### config.mk
export PLATFORM = sky130hd
export DESIGN_NAME = rv32_seq_ctrl
export DESIGN_NICKNAME = d
export VERILOG_FILES = /design/src/rtl/rv32_seq_ctrl_pkg.sv /design/src/rtl/rv32_seq_ctrl_fetch_tmo.sv /design/src/rtl/rv32_seq_ctrl.sv
export SDC_FILE = /design/constraint.sdc
export NUM_CORES = 1
export LEC_CHECK = 0
export CAP_MARGIN = 10
export CORE_AREA = 2 2 88 90
export DETAILED_ROUTE_END_ITERATION = 8
export DIE_AREA = 0 0 90 92
export DONT_BUFFER_PORTS = 1
export PLACE_DENSITY = 0.74
export SYNTH_ARGS = -nofsm -noshare
export SYNTH_HDL_FRONTEND = slang
export SYNTH_SLANG_ARGS = --single-unit
### constraint.sdc
create_clock -name clk_i -period 2 [get_ports clk_i]
set_input_delay 0.4 -clock clk_i [delete_from_list [all_inputs] [get_ports clk_i]]
set_output_delay 0.4 -clock clk_i [all_outputs]
set_load 0.005 [all_outputs]
### src/rtl/rv32_seq_ctrl_pkg.sv
// Shared definitions for the RV32I multi-cycle sequencer: state encodings,
// trap-cause codes, supported opcodes and small decode helpers.
package rv32_seq_ctrl_pkg;

  typedef enum logic [2:0] {
    ST_IDLE   = 3'd0,
    ST_FETCH  = 3'd1,
    ST_DECODE = 3'd2,
    ST_EXEC   = 3'd3,
    ST_WB     = 3'd4,
    ST_HALT   = 3'd5,
    ST_TRAP   = 3'd6
  } state_e;

  typedef enum logic [1:0] {
    CAUSE_NONE      = 2'b00,
    CAUSE_FETCH_ERR = 2'b01,
    CAUSE_FETCH_TMO = 2'b10,
    CAUSE_ILLEGAL   = 2'b11
  } cause_e;

  localparam logic [6:0] OPC_RTYPE = 7'b0110011;
  localparam logic [6:0] OPC_ITYPE = 7'b0010011;

  // Only register-register and register-immediate ALU ops are executed.
  function automatic logic opc_supported(input logic [6:0] opc);
    return (opc == OPC_RTYPE) || (opc == OPC_ITYPE);
  endfunction

  // Writes to x0 are architecturally discarded, so never raise reg_we for them.
  function automatic logic rd_nonzero(input logic [4:0] rd);
    return rd != 5'd0;
  endfunction

endpackage

### src/rtl/rv32_seq_ctrl_fetch_tmo.sv
// Fetch timeout counter: counts FETCH cycles without an ack and flags the
// last permitted cycle so the sequencer can trap instead of waiting forever.
module rv32_seq_ctrl_fetch_tmo #(
  parameter int unsigned TMO_W   = 4,
  parameter int unsigned TMO_MAX = 15
) (
  input  logic clk_i,
  input  logic rst_ni,
  input  logic clr_i,
  input  logic inc_i,
  output logic expire_o
);

  localparam logic [TMO_W-1:0] LIMIT = TMO_W'(TMO_MAX - 1);
  localparam logic [TMO_W-1:0] ONE   = TMO_W'(1);

  logic [TMO_W-1:0] cnt_q;
  logic [TMO_W-1:0] cnt_d;

  // Clear has priority so a new fetch always starts counting from zero.
  always_comb begin
    cnt_d = cnt_q;
    if (clr_i) begin
      cnt_d = '0;
    end else if (inc_i) begin
      cnt_d = cnt_q + ONE;
    end else begin
      cnt_d = cnt_q;
    end
  end

  // Counter register with asynchronous reset.
  always_ff @(posedge clk_i or negedge rst_ni) begin
    if (!rst_ni) begin
      cnt_q <= '0;
    end else begin
      cnt_q <= cnt_d;
    end
  end

  assign expire_o = (cnt_q == LIMIT);

endmodule

### src/rtl/rv32_seq_ctrl.sv
// Multi-cycle sequencer for the RV32I datapath. Walks FETCH/DECODE/EXEC/WB,
// gates PC advance and regfile writes, holds the instruction register and
// offers halt/single-step debug control plus a sticky trap.
module rv32_seq_ctrl #(
  parameter int unsigned TMO_W   = 4,
  parameter int unsigned TMO_MAX = 15
) (
  input  logic        clk_i,
  input  logic        rst_ni,
  output logic        imem_req_o,
  input  logic        imem_ack_i,
  input  logic        imem_err_i,
  input  logic [31:0] instr_i,
  output logic [31:0] ir_o,
  output logic        ir_load_o,
  output logic        pc_en_o,
  output logic        reg_we_o,
  input  logic        halt_req_i,
  input  logic        step_req_i,
  output logic        halted_o,
  output logic        trap_o,
  output logic [1:0]  trap_cause_o,
  output logic [2:0]  state_o,
  output logic [31:0] retired_o
);

  import rv32_seq_ctrl_pkg::*;

  state_e      state_q,     state_d;
  logic [31:0] ir_q,        ir_d;
  logic [31:0] retired_q,   retired_d;
  cause_e      cause_q,     cause_d;
  logic        step_mode_q, step_mode_d;
  logic        imem_req_q,  imem_req_d;
  logic        ir_load_q,   ir_load_d;
  logic        pc_en_q,     pc_en_d;
  logic        reg_we_q,    reg_we_d;
  logic        halted_q,    halted_d;
  logic        trap_q,      trap_d;

  logic tmo_expire;
  logic tmo_clr;
  logic tmo_inc;

  assign tmo_inc = (state_q == ST_FETCH) && !imem_ack_i;
  assign tmo_clr = (state_q != ST_FETCH) || imem_ack_i;

  rv32_seq_ctrl_fetch_tmo #(
    .TMO_W   (TMO_W),
    .TMO_MAX (TMO_MAX)
  ) u_fetch_tmo (
    .clk_i    (clk_i),
    .rst_ni   (rst_ni),
    .clr_i    (tmo_clr),
    .inc_i    (tmo_inc),
    .expire_o (tmo_expire)
  );

  // Next-state and next-output decode; outputs are derived from the next state
  // so they are registered and valid in the same cycle as the state they belong to.
  always_comb begin
    state_d     = state_q;
    ir_d        = ir_q;
    retired_d   = retired_q;
    cause_d     = cause_q;
    step_mode_d = step_mode_q;

    case (state_q)
      ST_IDLE: begin
        if (halt_req_i) begin
          state_d = ST_HALT;
        end else begin
          state_d = ST_FETCH;
        end
      end
      ST_FETCH: begin
        // A late ack on the expiry cycle still wins over the timeout.
        if (imem_ack_i) begin
          if (imem_err_i) begin
            state_d = ST_TRAP;
            cause_d = CAUSE_FETCH_ERR;
          end else begin
            state_d = ST_DECODE;
            ir_d    = instr_i;
          end
        end else if (tmo_expire) begin
          state_d = ST_TRAP;
          cause_d = CAUSE_FETCH_TMO;
        end else begin
          state_d = ST_FETCH;
        end
      end
      ST_DECODE: begin
        if (opc_supported(ir_q[6:0])) begin
          state_d = ST_EXEC;
        end else begin
          state_d = ST_TRAP;
          cause_d = CAUSE_ILLEGAL;
        end
      end
      ST_EXEC: begin
        state_d = ST_WB;
      end
      ST_WB: begin
        retired_d   = retired_q + 32'd1;
        step_mode_d = 1'b0;
        if (halt_req_i || step_mode_q) begin
          state_d = ST_HALT;
        end else begin
          state_d = ST_FETCH;
        end
      end
      ST_HALT: begin
        // A step request beats a simultaneous release of halt.
        if (step_req_i) begin
          state_d     = ST_FETCH;
          step_mode_d = 1'b1;
        end else if (!halt_req_i) begin
          state_d = ST_FETCH;
        end else begin
          state_d = ST_HALT;
        end
      end
      ST_TRAP: begin
        state_d = ST_TRAP;
      end
      default: begin
        state_d = ST_IDLE;
      end
    endcase

    imem_req_d = (state_d == ST_FETCH);
    ir_load_d  = (state_q == ST_FETCH) && (state_d == ST_DECODE);
    pc_en_d    = (state_d == ST_WB);
    reg_we_d   = (state_d == ST_WB) && rd_nonzero(ir_d[11:7]);
    halted_d   = (state_d == ST_HALT);
    trap_d     = (state_d == ST_TRAP);
  end

  // Sequencer state and registered outputs; reset abandons any in-flight instruction.
  always_ff @(posedge clk_i or negedge rst_ni) begin
    if (!rst_ni) begin
      state_q     <= ST_IDLE;
      ir_q        <= 32'd0;
      retired_q   <= 32'd0;
      cause_q     <= CAUSE_NONE;
      step_mode_q <= 1'b0;
      imem_req_q  <= 1'b0;
      ir_load_q   <= 1'b0;
      pc_en_q     <= 1'b0;
      reg_we_q    <= 1'b0;
      halted_q    <= 1'b0;
      trap_q      <= 1'b0;
    end else begin
      state_q     <= state_d;
      ir_q        <= ir_d;
      retired_q   <= retired_d;
      cause_q     <= cause_d;
      step_mode_q <= step_mode_d;
      imem_req_q  <= imem_req_d;
      ir_load_q   <= ir_load_d;
      pc_en_q     <= pc_en_d;
      reg_we_q    <= reg_we_d;
      halted_q    <= halted_d;
      trap_q      <= trap_d;
    end
  end

  assign imem_req_o   = imem_req_q;
  assign ir_o         = ir_q;
  assign ir_load_o    = ir_load_q;
  assign pc_en_o      = pc_en_q;
  assign reg_we_o     = reg_we_q;
  assign halted_o     = halted_q;
  assign trap_o       = trap_q;
  assign trap_cause_o = cause_q;
  assign state_o      = state_q;
  assign retired_o    = retired_q;

endmodule

==> out/metrics.json, run 1 <==
{
  "vdd_ir_drop_max": {"value": 0.5513, "unit": "mV"},
  "drive_gt1_share": {"value": 21.28, "unit": "%"},
  "synth.lib_cells_used.distinct": {"value": 40},
  "yosys.area.top_type": {"value": "dfrtp_1"},
  "initial_core_utilization": {"value": 47.48, "unit": "%"},
  "timing.rr.start": {"value": "state_o[2]$_DFF_PN0_"},
  "coreArea": {"value": 7447, "unit": "um^2"},
  "fill_cells": {"value": 661},
  "rr_worst_depth": {"value": 4},
  "grt_util_all_layers": {"value": 16.72, "unit": "%"},
  "cp_data_arrival_time": {"value": 2.02, "unit": "ns"},
  "unrepaired_setup_endpoints_after_global_routing": {"value": "no"},
  "power-per-cell-area": {"value": 1275, "unit": "nW/um^2"},
  "hold-worst-slack": {"value": -0.2523, "unit": "ns"},
  "cts_buffer_depth": {"value": 2},
  "yosysWarningCount": {"value": 0},
  "global_route_wire_length_before_repair": {"value": 10.84, "unit": "mm"},
  "post-route-min-period": {"value": 1.794, "unit": "ns"},
  "cts_buffers": {"value": 9},
  "cts_resized": {"value": 0},
  "worstHoldPathType": {"value": "input port to asynchronous set/reset pin"},
  "nNetsFinal": {"value": 321},
  "layout.core_utilization": {"value": 51.53, "unit": "%"},
  "clkSinkCount": {"value": 80},
  "result_of_the_run": {"value": "complete, but fails checks"},
  "largest_net_degree_at_the_start_of_global_routing": {"value": 81},
  "antenna_violating_nets_post_route": {"value": 0},
  "timing.final.crit_share": {"value": 89.72, "unit": "%"},
  "synth_seq_cells": {"value": 80},
  "buffer_ports.inserted": {"value": 0},
  "setup_tns": {"value": 0, "unit": "ns"},
  "netlist_instances": {"value": 268},
  "postLayoutCellArea": {"value": 3837, "unit": "um^2"},
  "n_antenna_cell": {"value": 0},
  "cts_root_buf": {"value": "clkbuf_8"},
  "setup.worst_path.start": {"value": "state_o[2]$_DFF_PN0_"},
  "worst-r2r-setup-slack": {"value": 0.21, "unit": "ns"},
  "timing.critical_path.fanout_max": {"value": 14},
  "postCtsSetupRepairBufs": {"value": 0},
  "slew_headroom": {"value": 70.94, "unit": "%"},
  "power.total": {"value": 4894, "unit": "uW"},
  "h-tree-depth": {"value": 3},
  "maxSlewViolCount": {"value": 0},
  "post_drt_wl_per_cell": {"value": 17.40, "unit": "um"},
  "chipHeight": {"value": 92, "unit": "um"},
  "insertion_delay": {"value": 0.34, "unit": "ns"},
  "tightest_slew": {"value": 0.4344, "unit": "ns"},
  "post-synth-top-area-fraction": {"value": 56.62, "unit": "%"},
  "max-cap-violations": {"value": 0},
  "vias": {"value": 2105},
  "worst_slack": {"value": 0.2056, "unit": "ns"},
  "synthTopCellsByArea": {"value": "dfrtp_1 57%, mux2_4 12%, xnor2_1 6.4%, nand3_1 2.3%, xor2_1 2.0%"},
  "fmaxAchievable": {"value": 557.3, "unit": "MHz"},
  "drt_wl_total": {"value": 6.683, "unit": "mm"},
  "drt_iter0_markers": {"value": 92},
  "vias_per_cell": {"value": 5.482},
  "crit_path_cell_trace": {"value": "or3b_1 > or2_2 > buf_4 > mux2_4"},
  "tritoncts": {"value": "done"},
  "die_w": {"value": 90, "unit": "um"},
  "clkTransAtPathRegs": {"value": 0.08, "unit": "ns"},
  "syn_area": {"value": 3536, "unit": "um^2"},
  "final_setup_viols": {"value": 0},
  "postSynthAreaPerCell": {"value": 13.19, "unit": "um^2"},
  "routability_cong": {"value": 0.7608},
  "synth_nets": {"value": 309},
  "first_global_vias": {"value": 2128},
  "worst_path_largest_cell_delay": {"value": 0.41, "unit": "ns"},
  "timing_worst_setup_path_type": {"value": "flop to flop"},
  "leakagePower": {"value": 0.001796, "unit": "uW"},
  "worst_r2r_endpoint": {"value": "ir_o[5]$_DFFE_PN0P_"},
  "seq_area_frac_synth": {"value": 56.62, "unit": "%"},
  "first_pass_iters": {"value": 6},
  "critPathSlowestCell": {"value": "or3b_1"},
  "failed_checks": {"value": "negative hold slack"},
  "startpoint_class_of_the_critical_path": {"value": "flop"},
  "timing.critical_path.required": {"value": 2.23, "unit": "ns"},
  "floorplan.rows": {"value": 32},
  "place_ws": {"value": 0.1960, "unit": "ns"},
  "clock-skew-final": {"value": 0.01087, "unit": "ns"},
  "areaGrowthSynthToFinish": {"value": 8.528, "unit": "%"},
  "die_area": {"value": 8280, "unit": "um^2"},
  "drt_drc_violations_left": {"value": 0},
  "critical_path.endpoint_type": {"value": "flop"},
  "ioPinCount": {"value": 113},
  "number_of_antenna_violations_at_the_first_check_in_global_routing": {"value": 0},
  "grt_overflow": {"value": 0},
  "place_area": {"value": 3655, "unit": "um^2"},
  "final-hold-violation-count": {"value": 80},
  "dp_hpwl": {"value": 4.713, "unit": "mm"},
  "setup.worst_path.end": {"value": "ir_o[5]$_DFFE_PN0P_"}
}
registers in the layout (all words and copies together), names as in the netlist:
| name | count |
|---|---|
| pc_en_o | 1 |
| halted_o | 1 |
| imem_req_o | 1 |
| u_fetch_tmo.cnt_q | 4 |
| ir_o | 32 |
| trap_cause_o | 2 |
| state_o | 3 |
| retired_o | 32 |
| reg_we_o | 1 |
| trap_o | 1 |
| step_mode_q | 1 |
| ir_load_o | 1 |
kinds of logic after synthesis:
kind of cell             after synthesis  share of synthesized area [%]
adder cells (fa/ha/maj)                3                          1.062
buffers and inverters                 12                          2.937
AND/OR/NAND/NOR                       88                          13.91
XOR/XNOR                              34                          8.422
multiplexers                          35                          14.19
AO/OA/AOI/OAI                         16                          2.866
flip-flops                            80                          56.62
stage by stage:
stage / cells / hold WS (ns)
after floorplan: 268 / 0.1044
after global placement: 371 / 0.1067
after detailed placement: 371 / 0.1074
after CTS: 384 / -0.2748
after global routing: 384 / -0.2861
final: 384 / -0.2523
power by group:
| group | internal, uW | switching, uW | total, uW |
|---|---|---|---|
| Combinational | 739 | 453 | 1190 |
| Sequential | 2110 | 451 | 2560 |
| Clock | 590 | 552 | 1140 |
worst max-delay path: cells and delay by family (launching register included):
family / cells / cell delay (ns)
buffers and inverters: 1 / 0.23
DFF: 1 / 0.37
muxes: 1 / 0.32
and+or+nand+nor: 2 / 0.76
cells in the mapped netlist, drive strengths merged:
cell type and number:
nand2 14, a21oi 3, dfrtp 80, nor4b 1
or2 3, nand4bb 1, and2 2, nand4b 2
nor4 3, or3b 1, xnor2 26, nor3 4
or2b 1, nor3b 1, o21bai 1, ha 3
and4 3, or4 1, o21a 2, clkbuf 2
nand4 11, a22o 1, mux2 34, xor2 8
nand2b 2, nand3 16, mux2i 1, nor2 13
and2b 1, and3 8, a31oi 2, inv 4
buf 6, o21ai 4, a22oi 3
worst min-delay path by stage:
stage | to | start | cells after the start
global route | retired_o[1]$_DFFE_PN0P_ | rst_ni | 0
CTS | retired_o[29]$_DFFE_PN0P_ | rst_ni | 0
global placement | ir_o[14]$_DFFE_PN0P_ | rst_ni | 0
floorplan | halted_o$_DFF_PN0_ | rst_ni | 0
detailed placement | retired_o[5]$_DFFE_PN0P_ | rst_ni | 0
finish | retired_o[5]$_DFFE_PN0P_ | rst_ni | 0
final cells by class:
type	count	area [um^2]	area share (%)
clock inverters	3	45.04	1.174
multi-input cells	176	1430	37.27
repair buffers	9	80.08	2.087
flip-flops and latches	80	2002	52.17
clock buffers	10	137.6	3.587
well taps	102	127.6	3.326
inverters	4	15.01	0.3913
layout by cell type (no fill, tap or decap), types with 2 or more instances in the layout:
cell,synthesis,layout
dfrtp_1,80,80
mux2_4,29,29
xnor2_1,26,26
nand3_1,16,16
nand2_1,14,14
nor2_1,13,13
nand4_1,11,11
clkbuf_8,0,10
xor2_1,8,8
and3_1,8,8
buf_4,0,8
mux2_2,5,5
inv_1,4,4
o21ai_0,4,4
nor3_1,4,4
or2_2,2,3
a22oi_1,3,3
a21oi_1,3,3
and4_1,3,3
ha_1,3,3
nand2b_1,2,2
a31oi_1,2,2
and2_1,2,2
o21a_1,2,2
nor4_1,2,2
nand4b_1,2,2
clkinvlp_4,0,2
metal layers:
layer	routed length, um	GRT usage (%)	up-vias
met5	0	0	-
met4	98	7.308	0
met3	436	6.163	9
met2	3280	25.81	82
met1	2868	21.22	1059
li1	-	-	955
Power figures use the tool's default switching activity.
==> run 2: changes to the inputs <==
--- a/config.mk
+++ b/config.mk
@@ -6,11 +6,11 @@
 export NUM_CORES = 1
 export LEC_CHECK = 0
 export CAP_MARGIN = 10
-export CORE_AREA = 2 2 88 90
+export CORE_AREA = 2 2 87 89
 export DETAILED_ROUTE_END_ITERATION = 8
-export DIE_AREA = 0 0 90 92
+export DIE_AREA = 0 0 89 91
 export DONT_BUFFER_PORTS = 1
-export PLACE_DENSITY = 0.74
+export PLACE_DENSITY = 0.75
 export SYNTH_ARGS = -nofsm -noshare
 export SYNTH_HDL_FRONTEND = slang
 export SYNTH_SLANG_ARGS = --single-unit
==> run 2 against run 1 <==
The run still ends with negative hold slack left. Design area is 1.3% higher. Clock-buffer cell count stayed put. Sequential cell count stayed put. Register-to-register slack hardly changed. Clock power is 22% higher.
==> out/metrics.json, run 2 (synthesis gave the netlist of run 1 again) <==
{
  "final-hold-violation-count": {"value": 80},
  "nNetsFinal": {"value": 321},
  "result_of_the_run": {"value": "complete, but fails checks"},
  "dp_hpwl": {"value": 4.768, "unit": "mm"},
  "place_area": {"value": 3651, "unit": "um^2"},
  "failed_checks": {"value": "negative hold slack"},
  "vdd_ir_drop_max": {"value": 0.5664, "unit": "mV"},
  "final_cell_mix": {"value": "80 x dfrtp_1, 29 x mux2_4, 26 x xnor2_1"},
  "critical_path.endpoint_type": {"value": "flop"},
  "drt_drc_violations_left": {"value": 0},
  "ioPinCount": {"value": 113},
  "unrepaired_setup_endpoints_after_global_routing": {"value": "no"},
  "crit_path_cell_trace": {"value": "or3b_1 > or2_2 > buf_4 > mux2_4"},
  "tightest_slew": {"value": 0.3908, "unit": "ns"},
  "first_global_vias": {"value": 2111},
  "buffer_ports.inserted": {"value": 0},
  "cts_buffers": {"value": 9},
  "post_drt_wl_per_cell": {"value": 17.47, "unit": "um"},
  "fill_cells": {"value": 595},
  "vias_per_cell": {"value": 5.469},
  "routability_cong": {"value": 0.8137},
  "post-route-min-period": {"value": 1.797, "unit": "ns"},
  "timing.critical_path.fanout_max": {"value": 12},
  "grt_util_all_layers": {"value": 17.66, "unit": "%"},
  "timing.final.crit_share": {"value": 89.83, "unit": "%"},
  "fmaxAchievable": {"value": 556.6, "unit": "MHz"},
  "timing.critical_path.required": {"value": 2.23, "unit": "ns"},
  "max-cap-violations": {"value": 0},
  "clkTransAtPathRegs": {"value": 0.08, "unit": "ns"},
  "drt_iter0_markers": {"value": 109},
  "first_pass_iters": {"value": 4},
  "number_of_antenna_violations_at_the_first_check_in_global_routing": {"value": 0},
  "die_area": {"value": 8099, "unit": "um^2"},
  "most_common_cell_after_layout_fill_and_taps_aside": {"value": "dfrtp_1"},
  "n_antenna_cell": {"value": 0},
  "cp_data_arrival_time": {"value": 2.02, "unit": "ns"},
  "final_setup_viols": {"value": 0},
  "multi_input_logic_area": {"value": 1430, "unit": "um^2"},
  "worstHoldPathType": {"value": "input port to asynchronous set/reset pin"},
  "areaGrowthSynthToFinish": {"value": 9.908, "unit": "%"},
  "h-tree-depth": {"value": 3},
  "timing.rr.start": {"value": "state_o[2]$_DFF_PN0_"},
  "power-per-cell-area": {"value": 1326, "unit": "nW/um^2"},
  "tritoncts": {"value": "done"},
  "clock-skew-final": {"value": 0.009640, "unit": "ns"},
  "leakagePower": {"value": 0.001826, "unit": "uW"},
  "slew_headroom": {"value": 73.85, "unit": "%"},
  "drt_wl_total": {"value": 6.707, "unit": "mm"},
  "floorplan.rows": {"value": 31},
  "maxSlewViolCount": {"value": 0},
  "startpoint_class_of_the_critical_path": {"value": "flop"},
  "cts_buffer_depth": {"value": 2},
  "worst_r2r_endpoint": {"value": "ir_o[18]$_DFFE_PN0P_"},
  "worst-r2r-setup-slack": {"value": 0.20, "unit": "ns"},
  "postLayoutCellArea": {"value": 3886, "unit": "um^2"},
  "critPathSlowestCell": {"value": "or3b_1"},
  "setup_tns": {"value": 0, "unit": "ns"},
  "drive_gt1_share": {"value": 21.75, "unit": "%"},
  "global_route_wire_length_before_repair": {"value": 10.99, "unit": "mm"},
  "grt_overflow": {"value": 0},
  "chipHeight": {"value": 91, "unit": "um"},
  "hold-worst-slack": {"value": -0.2522, "unit": "ns"},
  "layout.core_utilization": {"value": 54.45, "unit": "%"},
  "worst_path_largest_cell_delay": {"value": 0.42, "unit": "ns"},
  "coreArea": {"value": 7137, "unit": "um^2"},
  "cts_root_buf": {"value": "clkbuf_8"},
  "power.total": {"value": 5151, "unit": "uW"},
  "timing_worst_setup_path_type": {"value": "flop to flop"},
  "vias": {"value": 2100},
  "initial_core_utilization": {"value": 49.54, "unit": "%"},
  "die_w": {"value": 89, "unit": "um"},
  "regArea": {"value": 2002, "unit": "um^2"},
  "clkSinkCount": {"value": 80},
  "antenna_violating_nets_post_route": {"value": 0},
  "insertion_delay": {"value": 0.34, "unit": "ns"},
  "largest_net_degree_at_the_start_of_global_routing": {"value": 81},
  "rr_worst_depth": {"value": 4}
}
[run 2: cell type report]
class	instances	area share, %
inverter	4	0.3863
clock buffer	10	3.284
sequential	80	51.51
timing repair buffer	9	2.061
clock inverter	6	2.769
tap	99	3.187
multi-input combinational	176	36.80
[run 2: repair_timing]
item	CTS	global route
gates resized for setup	0	0
buffers inserted	0	0
endpoints found under the hold margin	80	80
[run 2: stage by stage]
| step | instances | worst slack, ns |
|---|---|---|
| after detailed placement | 368 | 0.2069 |
| after global routing | 384 | 0.1216 |
| after floorplan | 268 | 0.2386 |
| final | 384 | 0.2034 |
| after CTS | 384 | 0.1953 |
| after global placement | 368 | 0.2359 |
[run 2: critical path: cells and delay by family (launching register included)]
kind | cells | cell delay (ns)
and+or+nand+nor | 2 | 0.77
DFF | 1 | 0.39
muxes | 1 | 0.31
buffers and inverters | 1 | 0.22
[run 2: power breakdown]
| part | leakage, uW | total (uW) | switching, uW | internal, uW |
|---|---|---|---|---|
| combinational | 0.000682 | 1190 | 451 | 740 |
| sequential | 0.00103 | 2570 | 460 | 2110 |
| clock | 0.000116 | 1390 | 566 | 826 |
[run 2: how the worst max path moves through the flow]
stage	startpoint	endpoint	slack (ns)	cells after the start
after global placement	state_o[2]$_DFF_PN0_	ir_o[20]$_DFFE_PN0P_	0.24	4
after global routing	state_o[0]$_DFF_PN0_	retired_o[28]$_DFFE_PN0P_	0.12	6
after CTS	state_o[2]$_DFF_PN0_	ir_o[18]$_DFFE_PN0P_	0.20	4
after detailed placement	state_o[2]$_DFF_PN0_	ir_o[18]$_DFFE_PN0P_	0.21	4
final	state_o[2]$_DFF_PN0_	ir_o[18]$_DFFE_PN0P_	0.20	4
after floorplan	state_o[1]$_DFF_PN0_	ir_o[0]$_DFFE_PN0P_	0.24	5
[run 2: per-layer routing]
metal / global-route usage, % / part of all wire (%) / vias to the layer above
met5: 0 / 0 / -
met4: 7.463 / 0.98 / 0
met3: 4.636 / 6.9 / 5
met2: 27.05 / 50 / 74
met1: 23.62 / 42 / 1054
li1: - / - / 967
==> run 3: changes to the inputs <==
--- a/config.mk
+++ b/config.mk
@@ -7,10 +7,12 @@
 export LEC_CHECK = 0
 export CAP_MARGIN = 10
 export CORE_AREA = 2 2 87 89
+export CTS_BUF_LIST = sky130_fd_sc_hd__clkbuf_16
+export CTS_CLUSTER_DIAMETER = 80
 export DETAILED_ROUTE_END_ITERATION = 8
 export DIE_AREA = 0 0 89 91
 export DONT_BUFFER_PORTS = 1
-export PLACE_DENSITY = 0.75
+export PLACE_DENSITY_LB_ADDON = 0.1
 export SYNTH_ARGS = -nofsm -noshare
 export SYNTH_HDL_FRONTEND = slang
 export SYNTH_SLANG_ARGS = --single-unit
==> run 3 against run 2 <==
The flow still finishes with violations (negative hold slack). Setup slack worse by 0.0082 ns. Sequential share of layout area is 0.54 points lower. Sequential cell count stayed put. Combinational power hardly changed. Sequential power hardly changed. First-iteration DRC count is 13% lower. Fmax is 0.46% lower. Power is 2.3% higher. Hold slack better by 0.0060 ns. Die area stayed put. Cell count is 0.52% lower. Largest power group unchanged.
==> out/metrics.json, run 3 (synthesis gave the netlist of run 1 again) <==
{
  "result_of_the_run": {"value": "complete, but fails checks"},
  "failed_checks": {"value": "negative hold slack"},
  "number_of_antenna_violations_at_the_first_check_in_global_routing": {"value": 0},
  "drive_gt1_share": {"value": 21.91, "unit": "%"},
  "post_drt_wl_per_cell": {"value": 16.57, "unit": "um"},
  "swShare": {"value": 29.71, "unit": "%"},
  "global_route_wire_length_before_repair": {"value": 10.13, "unit": "mm"},
  "grt_util_all_layers": {"value": 16.12, "unit": "%"},
  "final_cell_mix": {"value": "80 x dfrtp_1, 29 x mux2_4, 26 x xnor2_1"},
  "fmaxAchievable": {"value": 554.1, "unit": "MHz"},
  "dp_hpwl": {"value": 4.364, "unit": "mm"},
  "vias": {"value": 2101},
  "timing.critical_path.required": {"value": 2.21, "unit": "ns"},
  "die_w": {"value": 89, "unit": "um"},
  "tightest_slew": {"value": 0.3925, "unit": "ns"},
  "grt_overflow": {"value": 0},
  "initial_core_utilization": {"value": 49.54, "unit": "%"},
  "cp_data_arrival_time": {"value": 2.01, "unit": "ns"},
  "drt_wl_total": {"value": 6.330, "unit": "mm"},
  "timing.final.crit_share": {"value": 90.24, "unit": "%"},
  "met1_track_demand_over_resource_in_global_routing": {"value": 21.05, "unit": "%"},
  "max-cap-violations": {"value": 0},
  "cts_buffers": {"value": 9},
  "vdd_ir_drop_max": {"value": 0.7329, "unit": "mV"},
  "routability_cong": {"value": 0.7956},
  "buffer_ports.inserted": {"value": 0},
  "chipHeight": {"value": 91, "unit": "um"},
  "critical_path.endpoint_type": {"value": "flop"},
  "tritoncts": {"value": "done"},
  "drt_iter0_markers": {"value": 95},
  "slew_headroom": {"value": 73.73, "unit": "%"},
  "postLayoutCellArea": {"value": 3928, "unit": "um^2"},
  "n_antenna_cell": {"value": 0},
  "timing.critical_path.fanout_max": {"value": 33},
  "power.net_switching": {"value": 1565, "unit": "uW"},
  "p_clk_share": {"value": 29.4, "unit": "%"},
  "insertion_delay": {"value": 0.33, "unit": "ns"},
  "clock-skew-final": {"value": 0.009026, "unit": "ns"},
  "die_area": {"value": 8099, "unit": "um^2"},
  "startpoint_class_of_the_critical_path": {"value": "flop"},
  "first_global_vias": {"value": 2075},
  "clkSinkCount": {"value": 80},
  "grt_use_met3": {"value": 7.455, "unit": "%"},
  "first_pass_iters": {"value": 5},
  "leakagePower": {"value": 0.001839, "unit": "uW"},
  "clkTransAtPathRegs": {"value": 0.07, "unit": "ns"},
  "floorplan.rows": {"value": 31},
  "gr-max-usage-layer": {"value": "met2"},
  "final_setup_viols": {"value": 0},
  "power.combinational.fraction": {"value": 21.9, "unit": "%"},
  "timing_worst_setup_path_type": {"value": "flop to flop"},
  "power-per-cell-area": {"value": 1342, "unit": "nW/um^2"},
  "largest_net_degree_at_the_start_of_global_routing": {"value": 81},
  "areaGrowthSynthToFinish": {"value": 11.08, "unit": "%"},
  "drt_drc_violations_left": {"value": 0},
  "most_common_cell_after_layout_fill_and_taps_aside": {"value": "dfrtp_1"},
  "maxSlewViolCount": {"value": 0},
  "ioPinCount": {"value": 113},
  "final-hold-violation-count": {"value": 80},
  "postCtsSetupRepairBufs": {"value": 0},
  "global_routing_usage_on_met2": {"value": 23.20, "unit": "%"},
  "cts_buffer_depth": {"value": 2},
  "nNetsFinal": {"value": 319},
  "cts_resized": {"value": 0},
  "unrepaired_setup_endpoints_after_global_routing": {"value": "no"},
  "antenna_violating_nets_post_route": {"value": 0},
  "h-tree-depth": {"value": 3},
  "worstHoldPathType": {"value": "input port to asynchronous set/reset pin"},
  "place_area": {"value": 3642, "unit": "um^2"},
  "seqPwrFrac": {"value": 48.6, "unit": "%"},
  "p_int": {"value": 3704, "unit": "uW"},
  "hold-worst-slack": {"value": -0.2462, "unit": "ns"},
  "cts_root_buf": {"value": "clkbuf_16"},
  "vias_per_cell": {"value": 5.500},
  "coreArea": {"value": 7137, "unit": "um^2"},
  "setup_tns": {"value": 0, "unit": "ns"},
  "post-route-min-period": {"value": 1.805, "unit": "ns"}
}
[run 3: cell types whose count changed in the layout (fill, tap and decap cells not counted), moves of 2 or more]
cell,delta
clkbuf_16,+9
clkbuf_8,-9
inv_6,+4
bufinv_16,-3
buf_4,-2
clkinv_2,-2
clkinv_4,+2
[run 3: metal layers]
metal,vias up,share of wire (%)
met3,9,10
met4,0,1.7
met5,-,0
met2,84,44
li1,966,-
met1,1042,44
[run 3: path summary, 6_finish.rpt]
kind,start,end,slack [ns],cells past startpoint
worst min-delay path,rst_ni,ir_o[17]$_DFFE_PN0P_,-0.25,0
worst min register to register,u_fetch_tmo.cnt_q[0]$_DFF_PN0_,u_fetch_tmo.cnt_q[0]$_DFF_PN0_,0.48,1
max in group asynchronous,rst_ni,retired_o[2]$_DFFE_PN0P_,2.12,0
worst max register to register,state_o[0]$_DFF_PN0_,ir_o[7]$_DFF_PN0_,0.20,4
min in group clk_i,instr_i[25],ir_o[25]$_DFFE_PN0P_,0.21,1
worst max-delay path,state_o[0]$_DFF_PN0_,ir_o[7]$_DFF_PN0_,0.20,4
[run 3: per-stage QoR]
| stage | total power [uW] | worst slack, ns | instances | utilization, % |
|---|---|---|---|---|
| after global placement | 3734 | 0.2183 | 366 | 51.03 |
| after global routing | 5603 | 0.08572 | 382 | 55.03 |
| final | 5269 | 0.1952 | 382 | 55.03 |
| after floorplan | 3492 | 0.2386 | 268 | - |
| after detailed placement | 3760 | 0.2128 | 366 | 51.03 |
| after CTS | 5342 | 0.1959 | 382 | 55.03 |
[run 3: final cells by class]
cell class / instances / area (um^2)
clock buffer: 9 / 225.2
clock inverter: 7 / 60.06
fill: 603 / 3209
inverter: 4 / 15.01
multi-input combinational: 176 / 1436
sequential: 80 / 2002
tap: 99 / 123.9
timing repair buffer: 7 / 65.06
[run 3: power groups by stage]
stage	clock [uW]	sequential (uW)	combinational, uW
6_report	1550	2560	1160
3_5_place_dp	0	2590	1170
4_1_cts	1600	2570	1170
3_3_place_gp	0	2590	1150
2_1_floorplan	0	2490	1000
5_1_grt	1680	2640	1280
[run 3: worst max-delay path, stage by stage (launching register included)]
cell     delay, ns
dfrtp_1       0.40
or3b_1        0.41
or2_2         0.34
buf_12        0.20
mux2_4        0.31
